<file path="src/rtl/bc_controle.sv">
// Control block (BC) for the BO datapath: Moore FSM computing Resultado = (A + B) - (C + X).
// Optional build macro BC_OVF_ABORT_EN: an overflowing arithmetic step jumps straight to DONE.
module bc_controle #(
  parameter logic SEL_ADD = 1'b0,
  parameter logic SEL_SUB = 1'b1
) (
  input  logic       clk,
  input  logic       rst,
  input  logic       start,
  input  logic       Overflow,
  output logic       LX,
  output logic       LS,
  output logic       LH,
  output logic       SEL_ULA,
  output logic [1:0] M0,
  output logic [1:0] M1,
  output logic [1:0] M2,
  output logic       busy,
  output logic       done,
  output logic       ovf
);

  typedef enum logic [2:0] {
    IDLE   = 3'd0,
    LDX    = 3'd1,
    CALC_H = 3'd2,
    CLR_S  = 3'd3,
    ADD_A  = 3'd4,
    ADD_B  = 3'd5,
    SUB_H  = 3'd6,
    DONE   = 3'd7
  } state_t;

  state_t state, state_next;
  logic   ovf_next;
  logic   arith_step;

  // NOTE: sequential state uses non-blocking assignments so every flop samples pre-edge values.
  always_ff @(posedge clk or posedge rst) begin
    if (rst) begin
      state <= IDLE;
      ovf   <= 1'b0;
    end else begin
      state <= state_next;
      ovf   <= ovf_next;
    end
  end

  always_comb begin
    // NOTE: every output gets a default first so no path through the case infers a latch.
    state_next = IDLE;
    ovf_next   = ovf;
    arith_step = 1'b0;
    LX         = 1'b0;
    LS         = 1'b0;
    LH         = 1'b0;
    SEL_ULA    = SEL_ADD;
    M0         = 2'd0;
    M1         = 2'd0;
    M2         = 2'd0;
    done       = 1'b0;

    unique case (state)
      IDLE: begin
        if (start) begin
          state_next = LDX;
          ovf_next   = 1'b0;
        end else begin
          state_next = IDLE;
        end
      end
      LDX: begin
        LX         = 1'b1;
        state_next = CALC_H;
      end
      CALC_H: begin                // RH <= RX + C
        M0         = 2'd3;
        LH         = 1'b1;
        arith_step = 1'b1;
        state_next = CLR_S;
      end
      CLR_S: begin                 // RS <= RX - RX
        M1         = 2'd1;
        SEL_ULA    = SEL_SUB;
        LS         = 1'b1;
        state_next = ADD_A;
      end
      ADD_A: begin                 // RS <= RS + A
        M0         = 2'd1;
        M2         = 2'd2;
        LS         = 1'b1;
        arith_step = 1'b1;
        state_next = ADD_B;
      end
      ADD_B: begin                 // RS <= RS + B
        M0         = 2'd2;
        M2         = 2'd2;
        LS         = 1'b1;
        arith_step = 1'b1;
        state_next = SUB_H;
      end
      SUB_H: begin                 // RS <= RS - RH
        M1         = 2'd3;
        M2         = 2'd2;
        SEL_ULA    = SEL_SUB;
        LS         = 1'b1;
        arith_step = 1'b1;
        state_next = DONE;
      end
      DONE: begin
        done       = 1'b1;
        state_next = IDLE;
      end
      default: state_next = IDLE;
    endcase

    // The step's own load still happens; only the flag (and optionally the sequence) reacts.
    if (arith_step && Overflow) begin
      ovf_next = 1'b1;
`ifdef BC_OVF_ABORT_EN
      state_next = DONE;
`else
      state_next = state_next;
`endif
    end
  end

  assign busy = (state != IDLE);

endmodule

</file>
<file path="config.mk">
export PLATFORM = sky130hd
export DESIGN_NAME = bc_controle
export DESIGN_NICKNAME = d
export VERILOG_FILES = /design/src/rtl/bc_controle.sv
export SDC_FILE = /design/constraint.sdc
export NUM_CORES = 1
export LEC_CHECK = 0
export CAP_MARGIN = 20
export CORE_AREA = 8 8 45 47
export CTS_CLUSTER_SIZE = 16
export DETAILED_ROUTE_END_ITERATION = 10
export DIE_AREA = 0 0 53 55
export GPL_ROUTABILITY_DRIVEN = 1
export PLACE_DENSITY_LB_ADDON = 0.15
export SLEW_MARGIN = 25
export SYNTH_ARGS = -nofsm -noshare
export SYNTH_HDL_FRONTEND = slang
export SYNTH_SLANG_ARGS = --single-unit
</file>
<file path="constraint.sdc">
create_clock -name clk -period 3.6 [get_ports clk]
set_clock_uncertainty 0.05 [all_clocks]
set_input_delay 0.72 -clock clk [delete_from_list [all_inputs] [get_ports clk]]
set_output_delay 0.72 -clock clk [all_outputs]
set_load 0.005 [all_outputs]
</file>
==> results of run 1 <==
[layout make-up]
type	instances	share of cell area (%)
Sequential cell	4	22.28
Inverter	2	1.671
Timing Repair Buffer	15	33.43
Tap cell	16	4.457
Multi-Input combinational cell	22	33.15
Clock buffer	3	5.014
[cells in the mapped netlist]
library cell,count
dfrtp_1,4
a21oi_1,3
buf_4,3
xnor2_1,3
and2_1,2
buf_6,2
inv_1,2
nor2_1,2
xor2_1,2
and2_2,1
and3_2,1
and3b_2,1
conb_1,1
nand2_1,1
nand2b_1,1
nand3b_1,1
nor3b_2,1
o21ai_1,1
or3_1,1
[how the worst min path moves through the flow]
stage	startpoint	endpoint	slack, ps	cells after the start
final	ovf$_DFFE_PP0P_	ovf$_DFFE_PP0P_	550	2
after detailed placement	ovf$_DFFE_PP0P_	ovf$_DFFE_PP0P_	550	2
after global routing	ovf$_DFFE_PP0P_	ovf$_DFFE_PP0P_	600	2
after global placement	ovf$_DFFE_PP0P_	ovf$_DFFE_PP0P_	540	2
after floorplan	rst	ovf$_DFFE_PP0P_	440	1
after CTS	ovf$_DFFE_PP0P_	ovf$_DFFE_PP0P_	560	2
[layer usage]
layer	wire (µm)	global-route usage (%)	up-vias
met4	0	3.879	0
met1	266	4.448	114
met3	71	2.406	0
met5	0	0	-
met2	369	8.789	12
li1	-	-	126
[through the flow]
stage | util, % | setup slack (ps) | power (µW) | std cells
detailed placement | 30.83 | 1415 | 420.9 | 59
CTS | 32.46 | 1152 | 479.6 | 62
finish | 32.46 | 1164 | 470.9 | 62
global route | 32.46 | 1057 | 511.4 | 62
global placement | 30.83 | 1438 | 419.9 | 59
floorplan | - | 1876 | 281.7 | 33
[sequential cells by signal, summed over array words and instances, names as in the netlist]
signal  count
ovf         1
state       3
[power by group through the flow]
stage,Clock [µW],Sequential [µW],Combinational (µW)
2_1_floorplan,0,83.5,198
3_3_place_gp,0,123,297
3_5_place_dp,0,126,295
4_1_cts,58.0,125,296
5_1_grt,60.4,134,317
6_report,54.8,125,291
[tightest hold or removal path, cell delays in order, from the launching register on]
cell	delay (ps)
dfrtp_1	380
a21oi_1	60
a21oi_1	110
[kinds of logic (layout without fill, tap and decap cells)]
| group | count (synthesis) | count (layout) | share of synthesized area (%) |
|---|---|---|---|
| AND/OR/NAND/NOR | 12 | 12 | 26.97 |
| XOR/XNOR | 5 | 5 | 14.53 |
| flip-flops | 4 | 4 | 33.20 |
| AO/OA/AOI/OAI | 4 | 4 | 6.636 |
| buffers and inverters | 7 | 20 | 17.43 |
| other | 1 | 1 | 1.244 |
==> results.py, run 1 <==
metrics = {
    "power": {
        "peakVddDrop_uv": 355.1,
        "power_density_nw_per_um2": 1048,
        "swShare_pct": 35.08,
        "leakagePower_uw": 0.0001886,
        "pwr-share-comb_pct": 61.8,
        "pwr-share-clk_pct": 11.6,
        "pwr-share-seq_pct": 26.6,
        "p_int_uw": 305.7,
        "p_switching_uw": 165.2,
    },
    "detailed_routing": {
        "drt_first_pass_iters": 5,
        "drcViolationCount": 0,
        "wl_um": 707,
        "ant_nets": 0,
        "vias": 252,
        "viasPerCell": 4.065,
        "drt-initial-drc-count": 1,
        "wire_per_inst_um": 11.40,
    },
    "setup_path": {
        "path_cells": "nand2_1 -> xnor2_1 -> clkdlybuf4s50_1",
        "rr_startpoint": "state[0]$_DFF_PP0_",
        "rr_worst_depth": 3,
        "worst-path-buf-inv": 1,
        "cp_top_family": "flip-flops",
        "worst_ep_arrival_time_ps": 1670,
        "crit_path_start": "state[0]$_DFF_PP0_",
        "crit_required_ps": 2830,
        "max_stage_delay_ps": 550,
        "cp.depth": 3,
        "rrSetupSlack_ps": 2430,
        "end_kind": "output port",
        "rr_endpoint": "ovf$_DFFE_PP0P_",
        "critPathKind": "flop to output port",
        "cp-endpoint": "LS",
        "crit_path_start_kind": "flop",
        "critPathSlowestCell": "dfrtp_1",
        "critPathMaxFanout": 12,
    },
    "clock_tree": {
        "cts-buffers-inserted": 3,
        "clk_pin_slew_ps": 40,
        "htreeDepth": 1,
        "clockBufferDepth": 2,
        "cts_root_buf": "clkbuf_4",
        "post-cts-setup-buffers": 0,
        "clock_latency_ps": 230,
        "ctsHoldBuffers": 0,
        "cts_resized": 0,
        "cts.sinks": 4,
        "cts_tree": "yes",
    },
    "synth": {
        "seq_area_frac_synth_pct": 33.20,
        "synthesis.area_um2": 301.5,
        "ys_types": 19,
        "synth_top_area_share_pct": 33.20,
        "syn_avg_cell_area_um2": 9.138,
        "ys_ff_latch": 4,
        "netlist_instances": 33,
        "synth_warnings": 0,
        "postSynthNetCount": 37,
        "synth.area.top_cells": "dfrtp_1, xnor2_1, buf_4",
        "yosys.area.top_type": "dfrtp_1",
    },
    "final_layout": {
        "antenna_cells": 0,
        "seq_area_um2": 100.1,
        "multi_input_comb_area_um2": 148.9,
        "drive_gt1_share_pct": 15.22,
        "layout_commonest_cell": "clkdlybuf4s50_1",
        "final_cell_mix": "clkdlybuf4s50_1, dfrtp_1, a21oi_1, xnor2_1, clkbuf_4",
        "design_area_um2": 449.2,
        "fillCellCount": 146,
        "nets": 52,
        "area_delta_synth_final_pct": 48.96,
    },
    "floorplanning": {
        "fp.dieArea_um2": 2915,
        "die_x_um": 53,
        "coreArea_um2": 1384,
        "start_util_pct": 21.79,
        "chipHeight_um": 55,
        "ioPinCount": 17,
        "rows": 14,
    },
    "placement": {
        "portBuffers": 15,
        "dp_hpwl_um": 561.7,
        "gp_congestion": 0.6644,
        "dpl_cell_area_um2": 426.7,
    },
    "global_routing": {
        "antenna_found_initial": 0,
        "grt_max_degree": 13,
        "grt.overflow.total": 0,
        "grt_use_total_pct": 5.044,
        "grt_pass1_vias": 264,
        "grt_pass1_wl_um": 1062,
    },
    "timing": {
        "final_max_slew_viol_count": 0,
        "rsz0062_at_grt": "false",
        "max_freq_mhz": 410.4,
        "min_period_ps": 2437,
        "hold_ws_ps": 549.1,
        "finalCritPeriodShare_pct": 67.68,
        "tns_ps": 0,
        "finalSetupViolations": 0,
        "hold_violations": 0,
    },
    "run_status": {
        "run_status": "finished, final reports clean",
    },
    "worst_hold_path": {
        "min_path_type": "flop to flop",
    },
    "flow_run": {
        "drv_cap": 0,
    },
}
Note: power is estimated with default switching activity, not from simulation.
==> run 2, diff against run 1 <==
Clock period 3.6 ns to 1.96 ns, I/O delays scaled along.
==> run 2 against run 1 <==
Compared with the run above: global-route usage rose by 1.2 points; setup slack got worse by 1100 ps; via count rose by 13%; count of clock-buffer cells in the layout did not move; combinational power rose by 130%; flip-flop and latch count did not move; sequential share of layout area fell by 2.5 points; sequential power rose by 68%; largest power group unchanged; hold slack got worse by 260 ps; critical path depth did not move; power rose by 110%.
==> results.py, run 2 (synthesis gave the netlist of run 1 again) <==
metrics = {
    "run_status": {
        "run_status": "finished, final reports clean",
    },
    "detailed_routing": {
        "drt-initial-drc-count": 3,
        "wl_met3_um": 70,
        "wl_um": 869,
        "vias": 284,
        "drt_first_pass_iters": 4,
        "wl_met1_um": 309,
        "top_layer_used": "met4",
        "viasPerCell": 4.116,
        "wl_met2_um": 476,
        "wire_per_inst_um": 12.59,
        "ant_nets": 0,
        "drcViolationCount": 0,
    },
    "clock_tree": {
        "cts_root_buf": "clkbuf_4",
        "cts_tree": "yes",
        "htreeDepth": 1,
        "clk_pin_slew_ps": 40,
        "clockBufferDepth": 2,
        "ctsHoldBuffers": 0,
        "clock_latency_ps": 230,
        "cts.sinks": 4,
        "cts-buffers-inserted": 3,
    },
    "final_layout": {
        "regMostFlops": "state",
        "nets": 59,
        "layout_commonest_cell": "clkdlybuf4s50_1",
        "antenna_cells": 0,
        "area_delta_synth_final_pct": 74.27,
        "multi_input_comb_area_um2": 158.9,
        "seq_area_um2": 103.9,
        "largest_reg_flops": 3,
        "final_cell_mix": "clkdlybuf4s50_1, buf_4, dlymetal6s2s_1",
        "drive_gt1_share_pct": 35.85,
        "largestRegisters": "state (3), ovf (1)",
        "fillCellCount": 146,
        "final_util_pct": 37.97,
    },
    "floorplanning": {
        "die_x_um": 53,
        "coreArea_um2": 1384,
        "rows": 14,
        "chipHeight_um": 55,
        "ioPinCount": 17,
        "fp.dieArea_um2": 2915,
        "start_util_pct": 21.79,
    },
    "power": {
        "power_density_nw_per_um2": 1873,
        "report.power.total_uw": 984.2,
        "peakVddDrop_uv": 749.3,
        "leakagePower_uw": 0.0002811,
    },
    "flow_run": {
        "drv_cap": 0,
    },
    "worst_hold_path": {
        "min_path_type": "primary input to asynchronous set/reset pin",
    },
    "timing": {
        "finalCritPeriodShare_pct": 98.02,
        "tns_ps": 0,
        "min_period_ps": 1921,
        "fin_ws_ps": 38.89,
        "max_freq_mhz": 520.5,
        "rsz0062_at_grt": "false",
        "final_max_slew_viol_count": 0,
        "hold_violations": 0,
        "finalSetupViolations": 0,
        "hold_ws_ps": 291.0,
    },
    "global_routing": {
        "grt_use_total_pct": 6.195,
        "antenna_found_initial": 0,
        "grt.overflow.total": 0,
        "grt_pass1_wl_um": 1304,
        "grt_max_degree": 10,
        "grt_pass1_vias": 316,
    },
    "setup_path": {
        "crit_path_start_kind": "flop",
        "end_kind": "output port",
        "rr_startpoint": "state[0]$_DFF_PP0_",
        "critPathMaxFanout": 6,
        "worst_ep_arrival_time_ps": 1480,
        "crit_required_ps": 1520,
        "crit_path_start": "state[2]$_DFF_PP0_",
        "critPathKind": "flop to output port",
    },
    "placement": {
        "portBuffers": 15,
        "gp_congestion": 0.5944,
        "dp_hpwl_um": 545,
        "place_ws_ps": 85.36,
    },
}
==> run 2: changes by cell type in the layout (fill, tap and decap cells not counted), moves of 3 or more <==
cell             change
dfrtp_2              +3
dlygate4sd2_1        +3
dfrtp_1              -3
clkdlybuf4s50_1      -7
dlymetal6s2s_1       +4
buf_4                +6
==> run 2: area by class of cell <==
class                   count  area share, %
inverters                   2          1.429
clock buffers               3          4.286
repair buffers             22          40.48
flip-flops and latches      4          19.76
well taps                  16          3.810
multi-input cells          22          30.24
==> run 2: timing repair <==
action,4_1_cts,5_1_grt
setup endpoints to repair,11,7
endpoints found under the hold margin,0,0
buffers inserted,5,1
gates resized for setup,11,7
pin swaps,1,1
cloned,0,0
==> run 2: critical path, cell delays in order (launching register included) <==
cell and delay (ps):
dfrtp_2 440, buf_4 170, and3b_2 200, clkdlybuf4s50_1 440
==> run 2: final timing paths <==
check / end / slack (ps) / depth (start not counted)
min: ovf$_DFFE_PP0P_ / 290 / 2
min in group clk: ovf$_DFFE_PP0P_ / 530 / 2
min reg2reg: ovf$_DFFE_PP0P_ / 530 / 2
max in group asynchronous: state[1]$_DFF_PP0_ / 1410 / 2
max: M1[1] / 40 / 3
max reg2reg: ovf$_DFFE_PP0P_ / 860 / 4
==> run 2: metal layers <==
layer	GRT usage, %	vias up
li1	-	139
met1	5.675	131
met2	11.13	12
met3	1.872	2
met4	5.172	0
met5	0	-
==> run 2: stage by stage <==
| step | std cells | area (µm²) |
|---|---|---|
| after floorplan | 33 | 301.5 |
| after global placement | 60 | 434.2 |
| after detailed placement | 60 | 434.2 |
| after CTS | 68 | 496.7 |
| after global routing | 69 | 525.5 |
| final | 69 | 525.5 |
==> run 2: where the power goes <==
| part | internal [µW] | switching (µW) |
|---|---|---|
| sequential | 133 | 77.3 |
| combinational | 434 | 239 |
| clock | 68.4 | 32.9 |
